$ cat config.mk
export PLATFORM = sky130hd
export DESIGN_NAME = lsu_mem_initiator
export DESIGN_NICKNAME = d
export VERILOG_FILES = /design/src/rtl/lsu_mem_initiator.sv
export SDC_FILE = /design/constraint.sdc
export NUM_CORES = 1
export LEC_CHECK = 0
export ABC_CLOCK_PERIOD_IN_PS = 9450
export BUFFER_PORTS_ARGS = -buffer_cell sky130_fd_sc_hd__buf_2
export CORE_MARGIN = 3
export CORE_UTILIZATION = 25
export CTS_CLUSTER_DIAMETER = 150
export DETAILED_ROUTE_END_ITERATION = 10
export GPL_TIMING_DRIVEN = 0
export PLACE_DENSITY = 0.46
export SLEW_MARGIN = 25
export SYNTH_ARGS = -nofsm -noshare
export SYNTH_HDL_FRONTEND = slang
export SYNTH_SLANG_ARGS = --single-unit
$ cat constraint.sdc
create_clock -name clk -period 9.45 [get_ports clk]
set_clock_uncertainty 0.15 [all_clocks]
set_input_delay 1.4175 -clock clk [delete_from_list [all_inputs] [get_ports clk]]
set_output_delay 1.4175 -clock clk [all_outputs]
set_load 0.01 [all_outputs]
$ cat src/rtl/lsu_mem_initiator.sv
// Load/store initiator: turns one MEM-stage request into one or two word-aligned
// memory transactions, with lane-positioned store data and extended load results.
module lsu_mem_initiator #(
  parameter int DM_ADDRESS = 9,
  parameter int DATA_W     = 32
) (
  input  logic                  clk,
  input  logic                  rst_n,
  input  logic                  req_valid,
  output logic                  req_ready,
  input  logic                  MemRead,
  input  logic                  MemWrite,
  input  logic [2:0]            Funct3,
  input  logic [DM_ADDRESS-1:0] a,
  input  logic [DATA_W-1:0]     wd,
  output logic                  resp_valid,
  output logic [DATA_W-1:0]     rd,
  output logic                  resp_err,
  output logic [31:0]           mem_raddress,
  output logic [31:0]           mem_waddress,
  output logic [31:0]           mem_datain,
  output logic [3:0]            mem_wr,
  input  logic [31:0]           mem_dataout
);

  typedef enum logic [2:0] {IDLE, RD0, WT0, RD1, WT1, WR0, WR1, RESP} state_t;

  localparam logic [DM_ADDRESS-1:0] WORD_STEP = DM_ADDRESS'(4);

  state_t state_reg, state_next;

  logic                  is_load_reg, is_load_next;
  logic [2:0]            f3_reg, f3_next;
  logic [1:0]            off_reg, off_next;
  logic [DM_ADDRESS-1:0] w0_reg, w0_next;
  logic [DATA_W-1:0]     wd_reg, wd_next;
  logic [31:0]           word0_reg, word0_next;

  logic [31:0]           mem_raddress_reg, mem_raddress_next;
  logic [31:0]           mem_waddress_reg, mem_waddress_next;
  logic [31:0]           mem_datain_reg, mem_datain_next;
  logic [3:0]            mem_wr_reg, mem_wr_next;
  logic [DATA_W-1:0]     rd_reg, rd_next;
  logic                  resp_err_reg, resp_err_next;

  logic                  accept;
  logic                  ld_f3_ok, st_f3_ok, req_err;
  logic [2:0]            size_bytes;
  logic [3:0]            end_lane;
  logic                  misaligned;
  logic [DM_ADDRESS-1:0] w1_next;
  logic [7:0]            lane8;
  logic [4:0]            shamt_next, shamt_reg;
  logic [2*DATA_W-1:0]   data64;
  logic [63:0]           ld_pair;
  logic [31:0]           ld_word;
  logic [DATA_W-1:0]     ld_ext;

  assign accept = req_valid && (state_reg == IDLE);

  // Request legality is judged on the live inputs, only at accept time.
  always_comb begin
    ld_f3_ok = Funct3 inside {3'b000, 3'b001, 3'b010, 3'b100, 3'b101};
    st_f3_ok = Funct3 inside {3'b000, 3'b001, 3'b010};
    req_err  = (MemRead == MemWrite) || (MemRead && !ld_f3_ok) || (MemWrite && !st_f3_ok);
  end

  // Request fields are latched once; everything downstream reads the *_next view
  // so the accept edge and the later states share one set of derivations.
  always_comb begin
    is_load_next = is_load_reg;
    f3_next      = f3_reg;
    off_next     = off_reg;
    w0_next      = w0_reg;
    wd_next      = wd_reg;
    if (accept) begin
      is_load_next = MemRead;
      f3_next      = Funct3;
      off_next     = a[1:0];
      w0_next      = {a[DM_ADDRESS-1:2], 2'b00};
      wd_next      = wd;
    end
  end

  always_comb begin
    case (f3_next[1:0])
      2'b00:   size_bytes = 3'd1;
      2'b01:   size_bytes = 3'd2;
      default: size_bytes = 3'd4;
    endcase
    end_lane   = {2'b00, off_next} + {1'b0, size_bytes};
    misaligned = end_lane > 4'd4;
    w1_next    = w0_next + WORD_STEP;
    shamt_next = {off_next, 3'b000};
    shamt_reg  = {off_reg, 3'b000};
    data64     = {{DATA_W{1'b0}}, wd_next} << shamt_next;
  end

  // Lanes 0-3 belong to word W0, lanes 4-7 spill into word W1.
  generate
    for (genvar gi = 0; gi < 8; gi++) begin : g_lane
      localparam logic [3:0] LANE = 4'(gi);
      assign lane8[gi] = (LANE >= {2'b00, off_next}) && (LANE < end_lane);
    end
  endgenerate

  always_comb begin
    state_next = state_reg;
    case (state_reg)
      IDLE: begin
        if (req_valid) begin
          if (req_err)      state_next = RESP;
          else if (MemRead) state_next = RD0;
          else              state_next = WR0;
        end
      end
      RD0:     state_next = WT0;
      WT0:     state_next = misaligned ? RD1 : RESP;
      RD1:     state_next = WT1;
      WT1:     state_next = RESP;
      WR0:     state_next = misaligned ? WR1 : RESP;
      WR1:     state_next = RESP;
      RESP:    state_next = IDLE;
      default: state_next = IDLE;
    endcase
  end

  // Memory-side outputs are registered from the state being entered.
  always_comb begin
    mem_raddress_next = mem_raddress_reg;
    mem_waddress_next = mem_waddress_reg;
    mem_datain_next   = '0;
    mem_wr_next       = '0;
    case (state_next)
      RD0: mem_raddress_next = {{(32-DM_ADDRESS){1'b0}}, w0_next};
      RD1: mem_raddress_next = {{(32-DM_ADDRESS){1'b0}}, w1_next};
      WR0: begin
        mem_waddress_next = {{(32-DM_ADDRESS){1'b0}}, w0_next};
        mem_wr_next       = lane8[3:0];
        mem_datain_next   = data64[31:0];
      end
      WR1: begin
        mem_waddress_next = {{(32-DM_ADDRESS){1'b0}}, w1_next};
        mem_wr_next       = lane8[7:4];
        mem_datain_next   = data64[63:32];
      end
      default: ;
    endcase
  end

  // An aligned load never needs bytes above word0, so its upper half is zero.
  always_comb begin
    word0_next = (state_reg == WT0) ? mem_dataout : word0_reg;
    ld_pair    = (state_reg == WT1) ? {mem_dataout, word0_reg} : {32'h0, mem_dataout};
    ld_word    = 32'(ld_pair >> shamt_reg);
    case (f3_reg)
      3'b000:  ld_ext = {{24{ld_word[7]}}, ld_word[7:0]};
      3'b001:  ld_ext = {{16{ld_word[15]}}, ld_word[15:0]};
      3'b100:  ld_ext = {24'h0, ld_word[7:0]};
      3'b101:  ld_ext = {16'h0, ld_word[15:0]};
      default: ld_ext = ld_word;
    endcase
  end

  // Only rejected requests jump from IDLE straight into RESP.
  always_comb begin
    rd_next       = '0;
    resp_err_next = 1'b0;
    if (state_next == RESP) begin
      if (state_reg == IDLE) resp_err_next = 1'b1;
      else if (is_load_reg)  rd_next = ld_ext;
    end
  end

  always_ff @(posedge clk or negedge rst_n) begin
    if (!rst_n) begin
      state_reg        <= IDLE;
      is_load_reg      <= 1'b0;
      f3_reg           <= '0;
      off_reg          <= '0;
      w0_reg           <= '0;
      wd_reg           <= '0;
      word0_reg        <= '0;
      mem_raddress_reg <= '0;
      mem_waddress_reg <= '0;
      mem_datain_reg   <= '0;
      mem_wr_reg       <= '0;
      rd_reg           <= '0;
      resp_err_reg     <= 1'b0;
    end else begin
      state_reg        <= state_next;
      is_load_reg      <= is_load_next;
      f3_reg           <= f3_next;
      off_reg          <= off_next;
      w0_reg           <= w0_next;
      wd_reg           <= wd_next;
      word0_reg        <= word0_next;
      mem_raddress_reg <= mem_raddress_next;
      mem_waddress_reg <= mem_waddress_next;
      mem_datain_reg   <= mem_datain_next;
      mem_wr_reg       <= mem_wr_next;
      rd_reg           <= rd_next;
      resp_err_reg     <= resp_err_next;
    end
  end

  assign req_ready    = (state_reg == IDLE);
  assign resp_valid   = (state_reg == RESP);
  assign rd           = rd_reg;
  assign resp_err     = resp_err_reg;
  assign mem_raddress = mem_raddress_reg;
  assign mem_waddress = mem_waddress_reg;
  assign mem_datain   = mem_datain_reg;
  assign mem_wr       = mem_wr_reg;

endmodule

## Word-level counts from Yosys, hierarchy flattened

Index checks and enable logic that the tools add are counted.

| operators by class | value |
|---|---|
| $add $sub $neg | 2 |
| $lt $le $gt $ge | 12 |
| equal/unequal tests | 21 |
| shift-type cells | 2 |
| mux-type cells | 22 |
| reduce and logical (&&, ||, !) cells | 19 |

Operators by type and width:

| operator | count |
|---|---|
| one-hot mux 32 bit (2 select lines) | 3 |
| 2-to-1 mux 32 bit | 4 |
| one-hot mux 32 bit (4 select lines) | 1 |
| 2-to-1 mux 64 bit | 1 |
| << shifter 32 x 5 -> 64 bit | 1 |
| right shift 64 x 5 -> 32 bit | 1 |
| equality test 3 bit, second input constant | 11 |
| one-hot mux 3 bit (7 select lines) | 1 |
| < comparator 3 x 4 -> 1 bit, first input constant | 4 |
| equality test 3 x 1 -> 1 bit, second input constant | 4 |
| equality test 3 x 2 -> 1 bit, second input constant | 4 |
| 2-to-1 mux 3 bit | 4 |
| adder 9 x 3 -> 9 bit, second input constant | 1 |
| zero test 3 bit | 3 |
| 2-to-1 mux 9 bit | 1 |
| < comparator 1 x 4 -> 1 bit, first input constant | 2 |
| < comparator 2 x 4 -> 1 bit, first input constant | 2 |
| one-hot mux 4 bit (2 select lines) | 1 |
| logical AND 1 bit | 6 |
| one-hot mux 3 bit (2 select lines) | 1 |
| nonzero test 5 bit | 1 |
| adder 2 x 3 -> 4 bit | 1 |
| greater-or-equal comparator 1 x 2 -> 1 bit, first input constant | 2 |
| > comparator 4 x 3 -> 1 bit, second input constant | 1 |
| 11 further kinds | 17 |

| storage, ports and cells | value |
|---|---|
| flip-flop bits (word level) | 215 |
| input bits | 81 |
| output and inout port bits | 135 |
| word-level logic and storage cells | 92 |

## Longest topological paths before layout

| logic depth | value |
|---|---|
| depth in word-level cells | 11 |
| mapped depth | 16 |
| mapped depth without buffers | 12 |

## Worst setup path before layout

No wires, ideal clock.

| path | value |
|---|---|
| path type | in2reg |
| start point | in req_valid |
| end point | reg mem_raddress_reg[1], in the netlist mem_raddress[1] |
| library setup time | 125 ps |
| arrival time | 5,032 ps |
| required time | 9,175 ps |
| setup slack | 4,143 ps |
| stages on the path | 13 |
| buffers on the path | 2 |
| cells stage by stage | nor4b_2 -> clkbuf_1 -> clkbuf_1 -> o21ai_0 -> nor2_1 -> ha_1 -> inv_1 -> fa_1 -> or2_2 -> a211oi_1 -> a211oi_4 -> o22ai_2 -> mux2_2 |

| between the ends | value |
|---|---|
| word-level cells in the longest chain between the ends | 10 |
| elaborated cells between the ends (all ways) | 18 |
| those cells by class | add/sub (2); order compare (1); eq/ne (3); mux (9); reduce/logical (3) |

Ends and longest elaborated chain:

| element | line | source |
|---|---|---|
| from (decl) | 9 | `input logic req_valid,` |
| logical AND 1 bit (*) | 59 | `assign accept = req_valid && (state_reg == IDLE);` |
| 2-to-1 mux 2 bit (*) | 76 | `if (accept) begin` |
| net f3_next[0] | 33 | `logic [2:0] f3_reg, f3_next;` |
| equality test 2 x 1 -> 1 bit or zero test 2 bit (tied branches) | 86 | `case (f3_next[1:0])` |
| one-hot mux 3 bit (2 select lines) (*) | 86 |  |
| adder 2 x 3 -> 4 bit (*) | 91 | `end_lane = {2'b00, off_next} + {1'b0, size_bytes};` |
| > comparator 4 x 3 -> 1 bit (*) | 92 | `misaligned = end_lane > 4'd4;` |
| 2-to-1 mux 1 bit or 2-to-1 mux 3 bit (tied branches) | 121, 118 |  |
| one-hot mux 3 bit (7 select lines) (*) | 109 | `case (state_reg)` |
| equality test 3 x 2 -> 1 bit or equality test 3 x 1 -> 1 bit (tied branches) | 134 | `case (state_next)` |
| one-hot mux 32 bit (2 select lines) or nonzero test 2 bit (tied branches) | -- |  |
| to (signal assigned) | 198 | `mem_raddress_reg <= mem_raddress_next;` |
| to (decl) | 39 | `logic [31:0] mem_raddress_reg, mem_raddress_next;` |

Mark *: on every way through the listed nets, which the timed path passes. The rest lies on a longest branch. The select of a mux whose other input is x is not followed.
A chain may end at the register's enable or synchronous reset.

## Worst setup path in the final report

| path | value |
|---|---|
| start point | in req_valid |
| end point | reg rd_reg[0], in the netlist rd[0] |

| between the ends | value |
|---|---|
| word-level cells in the longest chain between the ends | 10 |
| elaborated cells between the ends (all ways) | 14 |
| those cells by class | add/sub (1); order compare (1); eq/ne (2); mux (8); reduce/logical (2) |

Ends and longest elaborated chain:

| element | line | source |
|---|---|---|
| logical AND 1 bit (*) | 59 |  |
| 2-to-1 mux 2 bit (*) | 76 |  |
| net f3_next[0] | 33 |  |
| equality test 2 x 1 -> 1 bit or zero test 2 bit (tied branches) | 86 |  |
| one-hot mux 3 bit (2 select lines) (*) | 86 |  |
| adder 2 x 3 -> 4 bit (*) | 91 |  |
| > comparator 4 x 3 -> 1 bit (*) | 92 |  |
| 2-to-1 mux 1 bit or 2-to-1 mux 3 bit (tied branches) | 121, 118 |  |
| one-hot mux 3 bit (7 select lines) (*) | 109 |  |
| equality test 3 bit (*) | 169 | `if (state_next == RESP) begin` |
| 2-to-1 mux 32 bit (*) | 169 |  |
| net rd_next[0] | 43 | `logic [DATA_W-1:0] rd_reg, rd_next;` |
| to (signal assigned) | 202 | `rd_reg <= rd_next;` |
| to (decl) | 43 |  |

Mark *: on every way through the listed nets, which the timed path passes. The rest lies on a longest branch.

==> results_dict.tcl <==
set metrics [dict create \
    status "complete, no violations" \
    num_rows 69 \
    routedWlPerCell_um 19.41 \
    hold_class "reg2reg" \
    detail_route.wirelength_um 31670 \
    synth-xor-area-share_pct 0.5755 \
    required_ns 9.60 \
    vias_per_cell 4.661 \
    grt_util_met1_pct 22.51 \
    period_minus_slack_ns 6.274 \
    overflow 0 \
    initialDrtViolationCount 379 \
    worst_pin_slew_ns 0.9149 \
    synth_mux_area_share_pct 17.84 \
    finalSetupViolations 0 \
    p_leak_uw 0.005837 \
    antenna_cells 0 \
    synthesis.area_um2 9131 \
    fin_nets 1243 \
    die_y_um 197.1 \
    cts_num_sinks 169 \
    critical_path_class "in2reg" \
    crit_fanout 10 \
    die_area_um2 38850 \
    seq_area_frac_synth_pct 46.31 \
    path_clk_slew_ns 0.07 \
    worst_ep_arrival_time_ns 6.43 \
    cts_hold_buf 0 \
    synthArstFlopShare_pct 100.0 \
    setup.worst_path.start "req_valid" \
    timing.rr.start "state_reg[2]" \
    place_area_um2 10800 \
    coreArea_um2 35740 \
    synth_top_area_share_pct 46.31 \
    grt_pass1_vias 7708 \
    synth_edf_count 0 \
    end_kind "register" \
    yosysTopAreaCell "dfrtp_1" \
    fmax_mhz 159.4 \
    cts_tree "yes" \
    synth_top_family_by_area "multiplexers" \
    power_density_nw_per_um2 323.7 \
    die_w_um 197.1 \
    final_layout_size_suffix_gt1_share_pct 27.33 \
    timing.final.crit_share_pct 66.39 \
    stdcell_count 1632 \
    synth_warnings 0 \
    critPathCapture "rd[0]" \
    cts_setup_buffers 0 \
    yosys.area_share.simple_pct 12.11 \
    grt_use_met3_pct 3.548 \
    clockBufferDepth 2 \
    vias 7606 \
    final_area_um2 11390 \
    htree_levels 4 \
    r2r_cells 15 \
    dp_hpwl_um 23460 \
    cts_root_buffer "clkbuf_16" \
    grt_max_degree 71 \
    maxSlewViolCount 0 \
    vdd_ir_drop_max_v 0.0001513 \
    dp_cells 1600 \
    worst_skew_pair.late_latency_ns 0.45 \
    drc_errors 0 \
    port_buffers 169 \
    synthCells 923 \
    start_kind "primary input" \
    yosysUniqueCellTypes 62 \
    pin_count 216 \
    start_util_pct 25.55 \
    dr.pass1.iters 4 \
    maxCapViolations 0 \
    top_usage_layer "met2" \
    rsz0062_at_grt "false" \
    hold_viol_final 0 \
    area_delta_synth_final_pct 24.69 \
    cts-resized-gates 0 \
    r2r_setup_slack_ns 3.63 \
    synth_compound_area_share_pct 13.58 \
    synthAdderAreaFrac_pct 0.6303 \
    grt_pass1_wl_um 47840 \
    synth_ff_type "dfrtp_1" \
    place_congestion 0.8593 \
    met2_usage_pct 25.67 \
    ys_ff_latch 169 \
    slew-limit-headroom_pct 39.01 \
    ys_top_cells_by_area "dfrtp_1 (46%), mux2i_1 (11%), nand2_1 (6.8%)" \
    numCtsBuffers 17 \
    syn_avg_cell_area_um2 9.893 \
    setup-tns-final_ns 0 \
    grt_util_all_layers_pct 16.29 \
    ant_nets 0 \
    antenna_found_initial 2 \
    r2r_end "rd[0]" \
]
[through the flow]
stage	hold slack (ns)	setup slack (ns)	util, %	power (uW)
6_report	0.3199	3.176	31.86	3685
4_1_cts	0.3255	3.184	31.86	3719
3_3_place_gp	0.3079	2.360	30.00	2954
5_1_grt	0.3492	2.742	31.86	3949
2_1_floorplan	0.2874	4.143	-	2362
3_5_place_dp	0.3096	2.704	30.22	2981
[synth_stat cells, drive strengths merged, types with 6 or more instances]
| cell | number |
|---|---|
| o22ai | 23 |
| a211oi | 13 |
| nand3 | 21 |
| nor2b | 11 |
| o21ai | 20 |
| inv | 54 |
| a22oi | 15 |
| nor3 | 6 |
| clkbuf | 35 |
| nand2 | 166 |
| mux4 | 10 |
| nor2 | 21 |
| mux2 | 32 |
| buf | 70 |
| mux2i | 103 |
| dfrtp | 169 |
| a32oi | 8 |
| a21oi | 66 |
| a2bb2oi | 12 |
[power breakdown]
group          internal (uW)  switching [uW]  total, uW
registers                987             133       1120
logic                    694            1160       1850
clock network            375             340        715
[worst max-delay path, stage by stage]
cell,delay [ns]
buf_2,0.12
nor4b_4,0.66
clkbuf_1,0.63
clkbuf_1,0.57
o21ai_0,0.27
nor2_1,0.16
ha_1,0.20
inv_1,0.06
fa_1,0.43
or2_2,0.31
a211oi_1,0.45
a211oi_4,0.14
a221oi_2,0.47
buf_2,0.38
nor2_1,0.13
[cell type report]
cell class                 instances  area, um^2
buffer                           105       608.1
clock inverter                    14       153.9
clock buffer                      18       429.2
sequential                       169        4229
fill                            3787       24360
tap                              461       576.8
inverter                          54       205.2
timing repair buffer             171       910.9
multi-input combinational        640        4273
[logic make-up after synthesis]
kind of cell    count (synthesis)
fa+ha+maj                       4
mux                           145
other cells                     1
compound gates                186
xor+xnor                        6
flops                         169
buf+inv                       159
simple gates                  253
[worst min-delay path by stage]
stage                     slack (ns)          start  depth (start not counted)            end
after floorplan                 0.29      f3_reg[2]                          2      f3_reg[2]
after global placement          0.31  word0_reg[26]                          2  word0_reg[26]
after detailed placement        0.31      f3_reg[2]                          2      f3_reg[2]
after CTS                       0.33      f3_reg[2]                          2      f3_reg[2]
after global routing            0.35  word0_reg[25]                          2  word0_reg[25]
final                           0.32      f3_reg[2]                          2      f3_reg[2]
[routing by layer]
layer  vias up  part of all wire [%]  wire, um
li1       3611                     -         -
met1      3720                    46     14690
met2       244                    46     14710
met3        27                   5.3      1684
met4         4                   1.8       571
met5         -                 0.076        24
[cells in the final DEF, fill, tap and decap left out, types with 31 or more instances in the layout]
cell	netlist	final
buf_2	12	180
nand2_1	166	166
inv_1	53	53
dfrtp_1	169	169
conb_1	1	46
a21oi_1	66	66
mux2_2	31	31
clkbuf_1	35	36
buf_4	49	49
mux2i_1	102	102
(Power assumes the default switching activity.)
